$ cat src/rtl/ram2_port_arbiter_pkg.sv
// Shared definitions for the two-client RAM2 port arbiter: default widths,
// client indices and write-lock FSM state encoding.
package ram2_port_arbiter_pkg;

    localparam int ADDR_W_DEF    = 5;
    localparam int DATA_W_DEF    = 32;
    localparam int MAX_BURST_DEF = 4;
    localparam int CNT_W         = 4;

    localparam int CLIENT0 = 0;
    localparam int CLIENT1 = 1;

    localparam logic [0:0] W_FREE   = 1'b0;
    localparam logic [0:0] W_LOCKED = 1'b1;

endpackage

$ cat src/rtl/ram2_port_arbiter_rr_arb2.sv
// Two-requester round-robin arbiter with an optional forced winner.
// The forced winner only takes the grant while it is actually requesting;
// otherwise plain round-robin against 'last' applies.
module rr_arb2 (
    input  logic [1:0] req,
    input  logic       last,
    input  logic       force_valid,
    input  logic       force_idx,
    output logic [1:0] gnt
);

    // one-hot (or zero) grant from requests, force and last winner
    always_comb begin
        gnt = 2'b00;
        if (force_valid && req[force_idx]) begin
            gnt[force_idx] = 1'b1;
        end else if (&req) begin
            gnt[!last] = 1'b1;
        end else begin
            gnt = req;
        end
    end

endmodule

$ cat src/rtl/ram2_port_arbiter.sv
// Shares RAM2's write port and read port 0 between two kernel clients.
// Write and read channels are arbitrated independently; the write channel
// additionally supports bounded locked bursts for one client.
module ram2_port_arbiter
    import ram2_port_arbiter_pkg::*;
#(
    parameter int ADDR_W    = ADDR_W_DEF,
    parameter int DATA_W    = DATA_W_DEF,
    parameter int MAX_BURST = MAX_BURST_DEF
) (
    input  logic                clk,
    input  logic                rst,
    input  logic [1:0]          c_wvalid,
    input  logic [1:0]          c_wlock,
    input  logic [2*ADDR_W-1:0] c_waddr,
    input  logic [2*DATA_W-1:0] c_wdata,
    output logic [1:0]          c_wready,
    input  logic [1:0]          c_rvalid,
    input  logic [2*ADDR_W-1:0] c_raddr,
    output logic [1:0]          c_rready,
    output logic [DATA_W-1:0]   c_rdata,
    output logic [1:0]          c_rdata_valid,
    output logic [ADDR_W-1:0]   ram_waddr_0,
    output logic [DATA_W-1:0]   ram_wdata_0,
    output logic                ram_wen_0,
    output logic [ADDR_W-1:0]   ram_raddr_0,
    input  logic [DATA_W-1:0]   ram_rdata_0
);

    localparam logic [CNT_W:0] BURST_LIM = (CNT_W+1)'(MAX_BURST);

    logic             last_w_q, last_w_d;
    logic             last_r_q, last_r_d;
    logic [1:0]       rsp_owner_q;
    logic [0:0]       wstate_q, wstate_d;
    logic             wowner_q, wowner_d;
    logic [CNT_W-1:0] cnt_q, cnt_d;

    logic [1:0] wgnt, rgnt;
    logic       wfire, wfire_idx, wsel;
    logic       rfire, rfire_idx, rsel;
    logic       lock_hold;

    rr_arb2 u_warb (
        .req         (c_wvalid),
        .last        (last_w_q),
        .force_valid (wstate_q == W_LOCKED),
        .force_idx   (wowner_q),
        .gnt         (wgnt)
    );

    rr_arb2 u_rarb (
        .req         (c_rvalid),
        .last        (last_r_q),
        .force_valid (1'b0),
        .force_idx   (1'b0),
        .gnt         (rgnt)
    );

    // grants are suppressed while reset is held; idle muxes hold the last winner
    always_comb begin
        c_wready    = rst ? wgnt : 2'b00;
        c_rready    = rst ? rgnt : 2'b00;
        wfire       = |c_wready;
        wfire_idx   = c_wready[1];
        rfire       = |c_rready;
        rfire_idx   = c_rready[1];
        wsel        = wfire ? wfire_idx : last_w_q;
        rsel        = rfire ? rfire_idx : last_r_q;
        ram_wen_0   = wfire;
        ram_waddr_0 = wsel ? c_waddr[CLIENT1*ADDR_W +: ADDR_W] : c_waddr[CLIENT0*ADDR_W +: ADDR_W];
        ram_wdata_0 = wsel ? c_wdata[CLIENT1*DATA_W +: DATA_W] : c_wdata[CLIENT0*DATA_W +: DATA_W];
        ram_raddr_0 = rsel ? c_raddr[CLIENT1*ADDR_W +: ADDR_W] : c_raddr[CLIENT0*ADDR_W +: ADDR_W];
        c_rdata       = ram_rdata_0;
        c_rdata_valid = rsp_owner_q;
        last_w_d    = wfire ? wfire_idx : last_w_q;
        last_r_d    = rfire ? rfire_idx : last_r_q;
    end

    // write lock FSM: continue, release, or start a locked burst
    always_comb begin
        wstate_d  = W_FREE;
        wowner_d  = wowner_q;
        cnt_d     = '0;
        lock_hold = (wstate_q == W_LOCKED) && c_wvalid[wowner_q];
        if (lock_hold) begin
            if (c_wlock[wowner_q] && (({1'b0, cnt_q} + 1'b1) < BURST_LIM)) begin
                wstate_d = W_LOCKED;
                cnt_d    = cnt_q + 1'b1;
            end
        end else if (wfire && c_wlock[wfire_idx] && (BURST_LIM > 1)) begin
            wstate_d = W_LOCKED;
            wowner_d = wfire_idx;
            cnt_d    = 1;
        end
    end

    // state registers with synchronous active-low reset
    always_ff @(posedge clk) begin
        if (!rst) begin
            last_w_q    <= 1'b1;
            last_r_q    <= 1'b1;
            rsp_owner_q <= 2'b00;
            wstate_q    <= W_FREE;
            wowner_q    <= 1'b0;
            cnt_q       <= '0;
        end else begin
            last_w_q    <= last_w_d;
            last_r_q    <= last_r_d;
            rsp_owner_q <= c_rvalid & c_rready;
            wstate_q    <= wstate_d;
            wowner_q    <= wowner_d;
            cnt_q       <= cnt_d;
        end
    end

endmodule

$ cat config.mk
export PLATFORM = sky130hd
export DESIGN_NAME = ram2_port_arbiter
export DESIGN_NICKNAME = d
export VERILOG_FILES = /design/src/rtl/ram2_port_arbiter_pkg.sv /design/src/rtl/ram2_port_arbiter_rr_arb2.sv /design/src/rtl/ram2_port_arbiter.sv
export SDC_FILE = /design/constraint.sdc
export NUM_CORES = 1
export LEC_CHECK = 0
export BUFFER_PORTS_ARGS = -buffer_cell sky130_fd_sc_hd__buf_4
export CORE_AREA = 5 5 75 77
export CTS_CLUSTER_DIAMETER = 80
export CTS_CLUSTER_SIZE = 10
export DETAILED_ROUTE_END_ITERATION = 8
export DIE_AREA = 0 0 80 82
export GPL_TIMING_DRIVEN = 0
export PLACE_DENSITY = 0.9
export RECOVER_POWER = 100
export SYNTH_ARGS = -nofsm -noshare
export SYNTH_HDL_FRONTEND = slang
export SYNTH_SLANG_ARGS = --single-unit
$ cat constraint.sdc
create_clock -name clk -period 2.94 [get_ports clk]
set_input_delay 0.147 -clock clk [delete_from_list [all_inputs] [get_ports clk]]
set_output_delay 0.147 -clock clk [all_outputs]
set_load 0.01 [all_outputs]
==> impl_metrics.tcl, run 1 <==
set metrics [dict create \
    status "finished clean" \
    yosys_warnings 0 \
    ioPinCount 205 \
    clock_insertion_delay_worst_skew_ns 0.23 \
    final_hold_viols 0 \
    grtUsageTotal 0.1476 \
    drt_iter0_markers 27 \
    clkPwrFrac 0.192 \
    worst_hold_path_endpoint "c_rdata_valid[0]" \
    dpl.hpwl_um 5073 \
    drive_gt1_frac 0.5508 \
    vias_in_the_first_global_route 1525 \
    ys_dominant_reg_cell "dfxtp_1" \
    drtAntennaViolNets 0 \
    hold-worst-slack_ns 0.1142 \
    cts_tree "done" \
    grt_first_pass_wirelength_um 7693 \
    fin_crit_sh 0.8067 \
    period_needed_ns 2.372 \
    antenna_found_initial 0 \
    regToRegEndpoint "wowner_q" \
    cts-root-to-sink-buffers 2 \
    utilization 0.4972 \
    unrepaired_setup_endpoints_after_global_routing "false" \
    final_net_count 432 \
    n_diodes 0 \
    distinct_cell_type_count_of_the_synthesized_netlist 28 \
    die-width_um 80 \
    cts-hold-fix-buffers 0 \
    p_int_w 0.0004782 \
    cts-buffers-inserted 3 \
    maxCapViolations 0 \
    syn-cell-area_um2 1351 \
    rows 26 \
    clkSinkCount 10 \
    hold_path_start "c_rvalid[1]" \
    cts.root.buffer_cell "clkbuf_8" \
    max_freq_ghz 0.4216 \
    finalPower_w 0.0007006 \
    critical_path_arrival_ns 2.22 \
    critical_path_required_ns 2.79 \
    maxSlewHeadroom 0.5022 \
    post_synth.cell_area_avg_um2 10.48 \
    regToRegStartpoint "wowner_q" \
    power.density_nw_per_um2 285.0 \
    full_die_area_um2 6560 \
    synthArstFlopShare 0 \
    via_per_inst 4.085 \
    ir_drop_mv 0.3447 \
    min-delay-path-class "in2reg" \
    ys_ff_latch 10 \
    timing.reg2reg.worst_path_depth 4 \
    detail_route.first_pass.iterations 4 \
    lkg_pwr_nw 1.259 \
    critPathCaptureType "primary output" \
    initial_utilization 0.2733 \
    timing.setup.tns_ns 0 \
    critPathKind "reg2out" \
    area_delta_synth_final_pct 81.94 \
    gr-total-overflow 0 \
    net_switching_share_of_the_total_power 0.3174 \
    p_comb_frac 0.593 \
    switching_power_of_the_nets_w 0.0002223 \
    htree_num_levels 1 \
    height_of_the_die_um 82 \
    core-area_um2 4945 \
    final-max-slew-violation-count 0 \
    placer_congestion 0.7868 \
    worst-slew-pin-transition_ns 0.7432 \
    synth_seq_area_share 0.1481 \
    post_cts.resized_instances 0 \
    buffer_count_from_post_cts_setup_fixing 0 \
    clkTransAtPathRegs_ns 0.04 \
    timing.reg2reg.setup_slack_ns 1.20 \
    wirelength_um 5692 \
    netlist_instances 129 \
    synth-edff-count 0 \
    fraction_of_power_consumed_by_sequential_logic 0.215 \
    final.setup_skew_ns 0.001103 \
    grt_max_degree 11 \
    critPathLaunchType "flip-flop" \
    vias 1532 \
    timing.final.setup_violations 0 \
    drcViolationCount 0 \
    detail_route.wl_per_cell_um 15.18 \
    crit_fanout 10 \
    hold_depth 2 \
    port_buffers 172 \
]
sequential cells by signal (all words and copies together) (netlist names):
| register | count |
|---|---|
| c_rdata_valid | 2 |
| cnt_q | 4 |
| last_r_q | 1 |
| last_w_q | 1 |
| wowner_q | 1 |
| wstate_q | 1 |
worst max-delay path, stage by stage, from the launching register on:
cell	delay [ns]
dfxtp_1	0.34
nand2b_1	0.18
a31oi_1	0.63
nor2_8	0.16
buf_6	0.21
mux2_1	0.33
buf_4	0.15
Yosys cell counts (2+ instances only):
cell / n / share of area
nand2_1: 7 / 0.019
buf_4: 32 / 0.18
nand2b_4: 2 / 0.020
a21oi_2: 2 / 0.013
mux2_1: 12 / 0.10
o211ai_1: 2 / 0.011
mux2i_1: 2 / 0.015
inv_1: 3 / 0.0083
a21oi_1: 6 / 0.022
dfxtp_1: 10 / 0.15
nand3_1: 2 / 0.0074
mux2_4: 30 / 0.33
nor2_1: 2 / 0.0056
buf_6: 3 / 0.025
routing by layer:
layer	vias up	share of wire	track usage
li1	767	-	-
met5	-	0	0
met3	2	0.085	0.03947
met1	687	0.33	0.1572
met2	76	0.58	0.2955
met4	0	0.0018	0.01689
metrics by stage:
stage | cell area, µm² | instances | setup slack, ns
after floorplan | 1355 | 130 | 1.406
after global placement | 2734 | 372 | 1.142
after detailed placement | 2734 | 372 | 1.126
after CTS | 2775 | 375 | 0.8639
after global routing | 2459 | 375 | 0.4263
final | 2459 | 375 | 0.5683
worst max-delay path by stage:
| stage | start | end | slack (ns) |
|---|---|---|---|
| finish | wowner_q | ram_wdata_0[7] | 0.57 |
| floorplan | wstate_q | ram_waddr_0[0] | 1.41 |
| detailed placement | wowner_q | ram_wdata_0[18] | 1.13 |
| CTS | wowner_q | ram_wdata_0[14] | 0.86 |
| global placement | wstate_q | ram_wdata_0[20] | 1.14 |
| global route | wowner_q | ram_wdata_0[14] | 0.43 |
cell type report:
cell class / instances / area, µm²
fillers: 577 / 2486
repair buffers: 172 / 1017
multi-input cells: 81 / 823.3
plain buffers: 36 / 277.8
flip-flops and latches: 10 / 200.2
well taps: 70 / 87.58
clock buffers: 3 / 41.29
inverters: 3 / 11.26
layout by cell type (no fill, tap or decap), types with 3 or more instances in the layout:
cell	count
nand2_1	7
a21oi_1	7
buf_4	130
mux2_4	26
clkbuf_8	3
inv_1	3
mux2_1	16
buf_6	3
clkbuf_1	74
dfxtp_1	10
logic make-up (layout without fill, tap and decap cells):
logic type	Yosys count	in the layout	share of synthesized area
muxes	44	44	0.4481
buffers and inverters	39	214	0.2148
and+or+nand+nor	20	20	0.09725
AOI/OAI and AO/OA	14	14	0.07963
DFF	10	10	0.1481
adders and majority gates	1	1	0.009258
other	1	2	0.002775
power groups by stage:
stage | Combinational, W | Clock (W) | Sequential, W
floorplan | 0.000243 | 0 | 0.000153
global placement | 0.000485 | 0 | 0.000153
detailed placement | 0.000495 | 0 | 0.000154
CTS | 0.000496 | 0.000141 | 0.000151
global route | 0.000446 | 0.000151 | 0.000152
finish | 0.000415 | 0.000134 | 0.000151
No activity file was read; power rests on OpenSTA's default activity.
==> run 2: changes to the inputs <==
Settings changed: CORE_AREA 5 5 75 77 to not set, CORE_MARGIN set to 5, CORE_UTILIZATION set to 27, DIE_AREA 0 0 80 82 to not set.
Clock period 2.94 ns to 2.1 ns, I/O delays scaled along.
==> impl_metrics.tcl, run 2 (same netlist as run 1, synthesis figures left out) <==
set metrics [dict create \
    status "finished clean" \
    final_hold_viols 0 \
    power.density_nw_per_um2 401.7 \
    maxSlewHeadroom 0.6352 \
    p_comb_frac 0.603 \
    critPathTopFamily "simple AND/OR/NAND/NOR gates" \
    switching_power_of_the_nets_w 0.0003221 \
    ir_drop_mv 0.4850 \
    critical_path_arrival_ns 1.87 \
    ioPinCount 205 \
    critical_path_required_ns 2.00 \
    placer_congestion 0.7608 \
    die-width_um 80.75 \
    layout_common_cells "buf_4 (124), clkbuf_1 (53), mux2_4 (30)" \
    detail_route.wl_per_cell_um 16.34 \
    clock_insertion_delay_worst_skew_ns 0.23 \
    top_register "cnt_q" \
    min-delay-path-class "in2reg" \
    crit_path_top_delay_cell "dfxtp_1" \
    crit_fanout 10 \
    port_buffers 172 \
    crit_chain "nand2b_4 -> a31oi_4 -> nor2_8 -> buf_6 -> mux2_4 -> clkbuf_4" \
    cp.buffers_inverters 2 \
    max_freq_ghz 0.5053 \
    p_int_w 0.0006897 \
    number_of_flip_flops_in_the_largest_register 4 \
    cts-buffers-inserted 3 \
    drt_iter0_markers 35 \
    rows 25 \
    timing.final.setup_violations 0 \
    layout.cells.most_common "buf_4" \
    met1_capacity_usage_during_global_routing 0.1556 \
    wirelength_um 6077 \
    met3_capacity_usage_during_global_routing 0.05654 \
    finalPower_w 0.001012 \
    detail_route.first_pass.iterations 4 \
    n_diodes 0 \
    lkg_pwr_nw 1.342 \
    drive_gt1_frac 0.6393 \
    grt_first_pass_wirelength_um 8100 \
    clkTransAtPathRegs_ns 0.04 \
    grt.busiest_layer "met2" \
    clkPwrFrac 0.188 \
    cts-root-to-sink-buffers 2 \
    post_cts.resized_instances 0 \
    timing.setup.tns_ns 0 \
    placed_cells_incl_taps 369 \
    antenna_found_initial 0 \
    dpl.hpwl_um 5376 \
    via_per_inst 4.159 \
    clkSinkCount 10 \
    period_needed_ns 1.979 \
    final.setup_skew_ns 0.002704 \
    cts.root.buffer_cell "clkbuf_8" \
    utilization 0.5263 \
    critical-path-max-stage-delay_ns 0.40 \
    htree_num_levels 1 \
    area_delta_synth_final_pct 86.39 \
    final_net_count 432 \
    critPathKind "reg2out" \
    core-area_um2 4786 \
    grt_max_degree 11 \
    maxCapViolations 0 \
    worst-slew-pin-transition_ns 0.5472 \
    final-max-slew-violation-count 0 \
    unrepaired_setup_endpoints_after_global_routing "false" \
    initial_utilization 0.2824 \
    gr-total-overflow 0 \
    fin_crit_sh 0.9424 \
    vias 1547 \
    drtAntennaViolNets 0 \
    met2_layer_usage_reported_by_global_route 0.3228 \
    drcViolationCount 0 \
    hold-worst-slack_ns 0.07319 \
    cts-hold-fix-buffers 0 \
    layout.cells.non_filler 372 \
    vias_in_the_first_global_route 1595 \
    height_of_the_die_um 80.75 \
    critPathCaptureType "primary output" \
    cts_tree "done" \
    full_die_area_um2 6520 \
    net_switching_share_of_the_total_power 0.3183 \
    grtUsageTotal 0.1586 \
    critPathLaunchType "flip-flop" \
    fraction_of_power_consumed_by_sequential_logic 0.209 \
    buffer_count_from_post_cts_setup_fixing 0 \
]
[run 2: cell count changes in the layout (fill, tap and decap cells not counted), sizes merged]
cell and change:
buf -4, clkbuf +4
[run 2: power groups by stage]
| stage | combinational [W] | sequential, W | clock, W |
|---|---|---|---|
| after floorplan | 0.000340 | 0.000214 | 0 |
| final | 0.000610 | 0.000212 | 0.000190 |
| after global placement | 0.000683 | 0.000214 | 0 |
| after detailed placement | 0.000696 | 0.000215 | 0 |
| after CTS | 0.000699 | 0.000212 | 0.000195 |
| after global routing | 0.000653 | 0.000213 | 0.000213 |
[run 2: path summary, 6_finish.rpt]
path / end / cells after the start / startpoint / slack, ns
hold reg to reg: c_rdata_valid[1] / 1 / last_r_q / 0.48
setup / recovery: ram_wdata_0[20] / 6 / wstate_q / 0.12
setup reg to reg: wowner_q / 4 / wstate_q / 0.78
hold / removal: c_rdata_valid[1] / 2 / c_rvalid[0] / 0.07
[run 2: per-stage QoR]
| stage | area [µm²] | worst slack (ns) |
|---|---|---|
| after detailed placement | 2730 | 0.3403 |
| after floorplan | 1355 | 0.6075 |
| after CTS | 2771 | 0.08335 |
| after global placement | 2730 | 0.3567 |
| final | 2519 | 0.1210 |
| after global routing | 2519 | 0.01372 |
[run 2: per-layer routing]
layer / vias up / share of wire
met5: - / 0
met4: 0 / 0.0043
met3: 6 / 0.099
met2: 75 / 0.58
met1: 699 / 0.32
li1: 767 / -
[run 2: cell type report]
cell class                      instances  area (µm²)
Fill cell                             489        2267
Timing Repair Buffer                  172        1042
Multi-Input combinational cell         81       860.8
Buffer                                 36       279.0
Sequential cell                        10       200.2
Tap cell                               67       83.83
Clock buffer                            3       41.29
Inverter                                3       11.26
==> run 3: changes to the inputs <==
Settings changed: CORE_UTILIZATION 27 to 26, CTS_BUF_LIST set to sky130_fd_sc_hd__clkbuf_4 sky130_fd_sc_hd__clkbuf_8 sky130_fd_sc_hd__clkbuf_16, PLACE_DENSITY 0.9 to 0.91, SYNTH_HIERARCHICAL set to 1.
==> impl_metrics.tcl, run 3 <==
set metrics [dict create \
    drt_iter0_markers 24 \
    clock_insertion_delay_worst_skew_ns 0.23 \
    initial_utilization 0.2661 \
    yosys_warnings 6 \
    hold_path_start "c_rvalid[0]" \
    timing.final.setup_violations 10 \
    vias 1681 \
    ys_dominant_reg_cell "dfxtp_1" \
    grtUsageTotal 0.1534 \
    ioPinCount 205 \
    top_register "cnt_q" \
    synthDominantAreaCellType "mux2_2" \
    rows 25 \
    post_synth.cell_area_avg_um2 9.389 \
    gr-total-overflow 0 \
    placer_congestion 0.7458 \
    synth-edff-count 0 \
    core-area_um2 4692 \
    via_per_inst 4.412 \
    height_of_the_die_um 79.30 \
    clkTransAtPathRegs_ns 0.05 \
    n_diodes 0 \
    critical-path-max-stage-delay_ns 0.32 \
    unrepaired_setup_endpoints_after_global_routing "true" \
    cts.root.buffer_cell "clkbuf_8" \
    netlist_instances 133 \
    final-max-slew-violation-count 0 \
    final_net_count 453 \
    layout.cells.most_common "buf_4" \
    worst_slack_ns -0.01448 \
    maxCapViolations 0 \
    syn-cell-area_um2 1249 \
    vias_in_the_first_global_route 1723 \
    antenna_found_initial 0 \
    synthArstFlopShare 0 \
    critPathTopFamily "multiplexers" \
    critPathKind "reg2out" \
    max_freq_ghz 0.4729 \
    period_needed_ns 2.114 \
    final.setup_skew_ns 0.004833 \
    synth_top_cell_area_share 0.3788 \
    failing_checks "setup timing" \
    synth.most_common_cell "mux2_2" \
    drtAntennaViolNets 0 \
    clkSinkCount 10 \
    detail_route.wl_per_cell_um 15.66 \
    cts-root-to-sink-buffers 2 \
    drcViolationCount 0 \
    dpl.hpwl_um 4962 \
    critPathLaunchType "flip-flop" \
    regToRegStartpoint "wstate_q" \
    cts_tree "done" \
    critical_path_arrival_ns 2.01 \
    drive_gt1_frac 0.7431 \
    die-width_um 79.30 \
    timing.reg2reg.setup_slack_ns 0.44 \
    cts-buffers-inserted 3 \
    hold_depth 2 \
    htree_num_levels 1 \
    timing.setup.tns_ns -0.06286 \
    cp.buffers_inverters 3 \
    synth_commonest_cells "mux2_2 (42), buf_4 (34), dfxtp_1 (10), inv_1 (7), nand2_1 (6)" \
    crit_chain "mux2i_1 -> a21oi_1 -> nand2_1 -> a21oi_4 -> buf_8 -> clkbuf_16 -> mux2_2 -> buf_4" \
    num-fill-cells 441 \
    detail_route.first_pass.iterations 4 \
    status "finished with violations" \
    ir_drop_mv 0.2057 \
    grt_first_pass_wirelength_um 7817 \
    critPathCaptureType "primary output" \
    synth_area_leaders "mux2_2 (38%), buf_4 (20%), dfxtp_1 (16%)" \
    layout_common_cells "buf_4 (176), clkbuf_1 (35), mux2_2 (30)" \
    full_die_area_um2 6288 \
    cp.depth 8 \
    regToRegEndpoint "last_w_q" \
    number_of_flip_flops_in_the_largest_register 4 \
    ys_ff_latch 10 \
    fin_crit_sh 1.007 \
    power.density_nw_per_um2 413.0 \
    seq_area_um2 203.9 \
    synth_seq_area_share 0.1603 \
    multi_input_comb_area_um2 804.5 \
    timing.reg2reg.worst_path_depth 9 \
    crit_path_top_delay_cell "dfxtp_2" \
    hold-worst-slack_ns 0.1433 \
    worst_hold_path_endpoint "c_rdata_valid[0]" \
    wirelength_um 5967 \
    cts-hold-fix-buffers 0 \
    final_hold_viols 0 \
    min-delay-path-class "in2reg" \
    area_delta_synth_final_pct 123.7 \
    grt_max_degree 11 \
    crit_fanout 6 \
    port_buffers 172 \
    lkg_pwr_nw 1.447 \
    critical_path_required_ns 2.00 \
    distinct_cell_type_count_of_the_synthesized_netlist 27 \
]
run 3: cell count changes after synthesis, sizes merged, moves of 2 or more:
cell	previous run	this run
nor2	3	0
mux2i	2	4
nand3	2	0
inv	3	7
o21a	0	4
and2	1	3
o211ai	2	0
a21oi	8	4
run 3: through the flow:
stage               cell area [µm²]  utilization  setup WS [ns]  power [W]  std cells
CTS                            2785       0.5936        0.01760   0.001139        374
finish                         2794       0.5955       -0.01448   0.001154        381
detailed placement             2619       0.5581        0.06121  0.0008541        362
floorplan                      1260            -         0.3349  0.0005071        136
global placement               2619       0.5581        0.08822  0.0008439        362
global route                   2794       0.5955        -0.1226   0.001224        381
run 3: per-layer routing:
metal | track usage | wire length [µm] | part of all wire | up-vias
met5 | 0 | 0 | 0 | -
met4 | 0.04811 | 69 | 0.012 | 0
met3 | 0.03515 | 562 | 0.094 | 6
met2 | 0.2811 | 3293 | 0.55 | 104
met1 | 0.1744 | 2041 | 0.34 | 757
li1 | - | - | - | 814
run 3: power by group:
| part | switching [W] | internal [W] | total (W) | leakage [nW] |
|---|---|---|---|---|
| sequential | 0.00000690 | 0.000201 | 0.000208 | 0.0829 |
| clock | 0.0000698 | 0.000164 | 0.000234 | 0.0288 |
| combinational | 0.000256 | 0.000455 | 0.000712 | 1.34 |
| total | 0.000333 | 0.000821 | 0.00115 | 1.45 |
run 3: cell families (layout without fill, tap and decap cells):
group	count (synthesis)	in the layout	synth area share
fa+ha+maj	1	1	0.01002
simple gates	16	16	0.07916
mux	46	46	0.4108
compound gates	14	14	0.08217
xor+xnor	1	1	0.007015
buf+inv	44	235	0.2475
flops	10	10	0.1603
other cells	1	4	0.003003
run 3: how the worst max path moves through the flow:
stage / from / to / slack [ns]
floorplan: wstate_q / ram_wdata_0[12] / 0.33
global placement: wstate_q / ram_wdata_0[15] / 0.09
detailed placement: wstate_q / ram_wdata_0[15] / 0.06
CTS: wstate_q / ram_waddr_0[1] / 0.02
global route: wstate_q / ram_wdata_0[24] / -0.12
finish: wstate_q / ram_wdata_0[24] / -0.01
run 3: timing repair:
action	CTS	global route
endpoints found under the setup margin	37	27
gates resized for setup	11	20
gates cloned	1	1
setup buffers	7	6
pin swaps	4	4
run 3: final cells by class:
| class | count | share of cell area |
|---|---|---|
| plain buffers | 37 | 0.1075 |
| flip-flops and latches | 10 | 0.07300 |
| clock buffers | 4 | 0.01970 |
| repair buffers | 187 | 0.4783 |
| well taps | 54 | 0.02418 |
| inverters | 7 | 0.009404 |
| multi-input cells | 82 | 0.2880 |
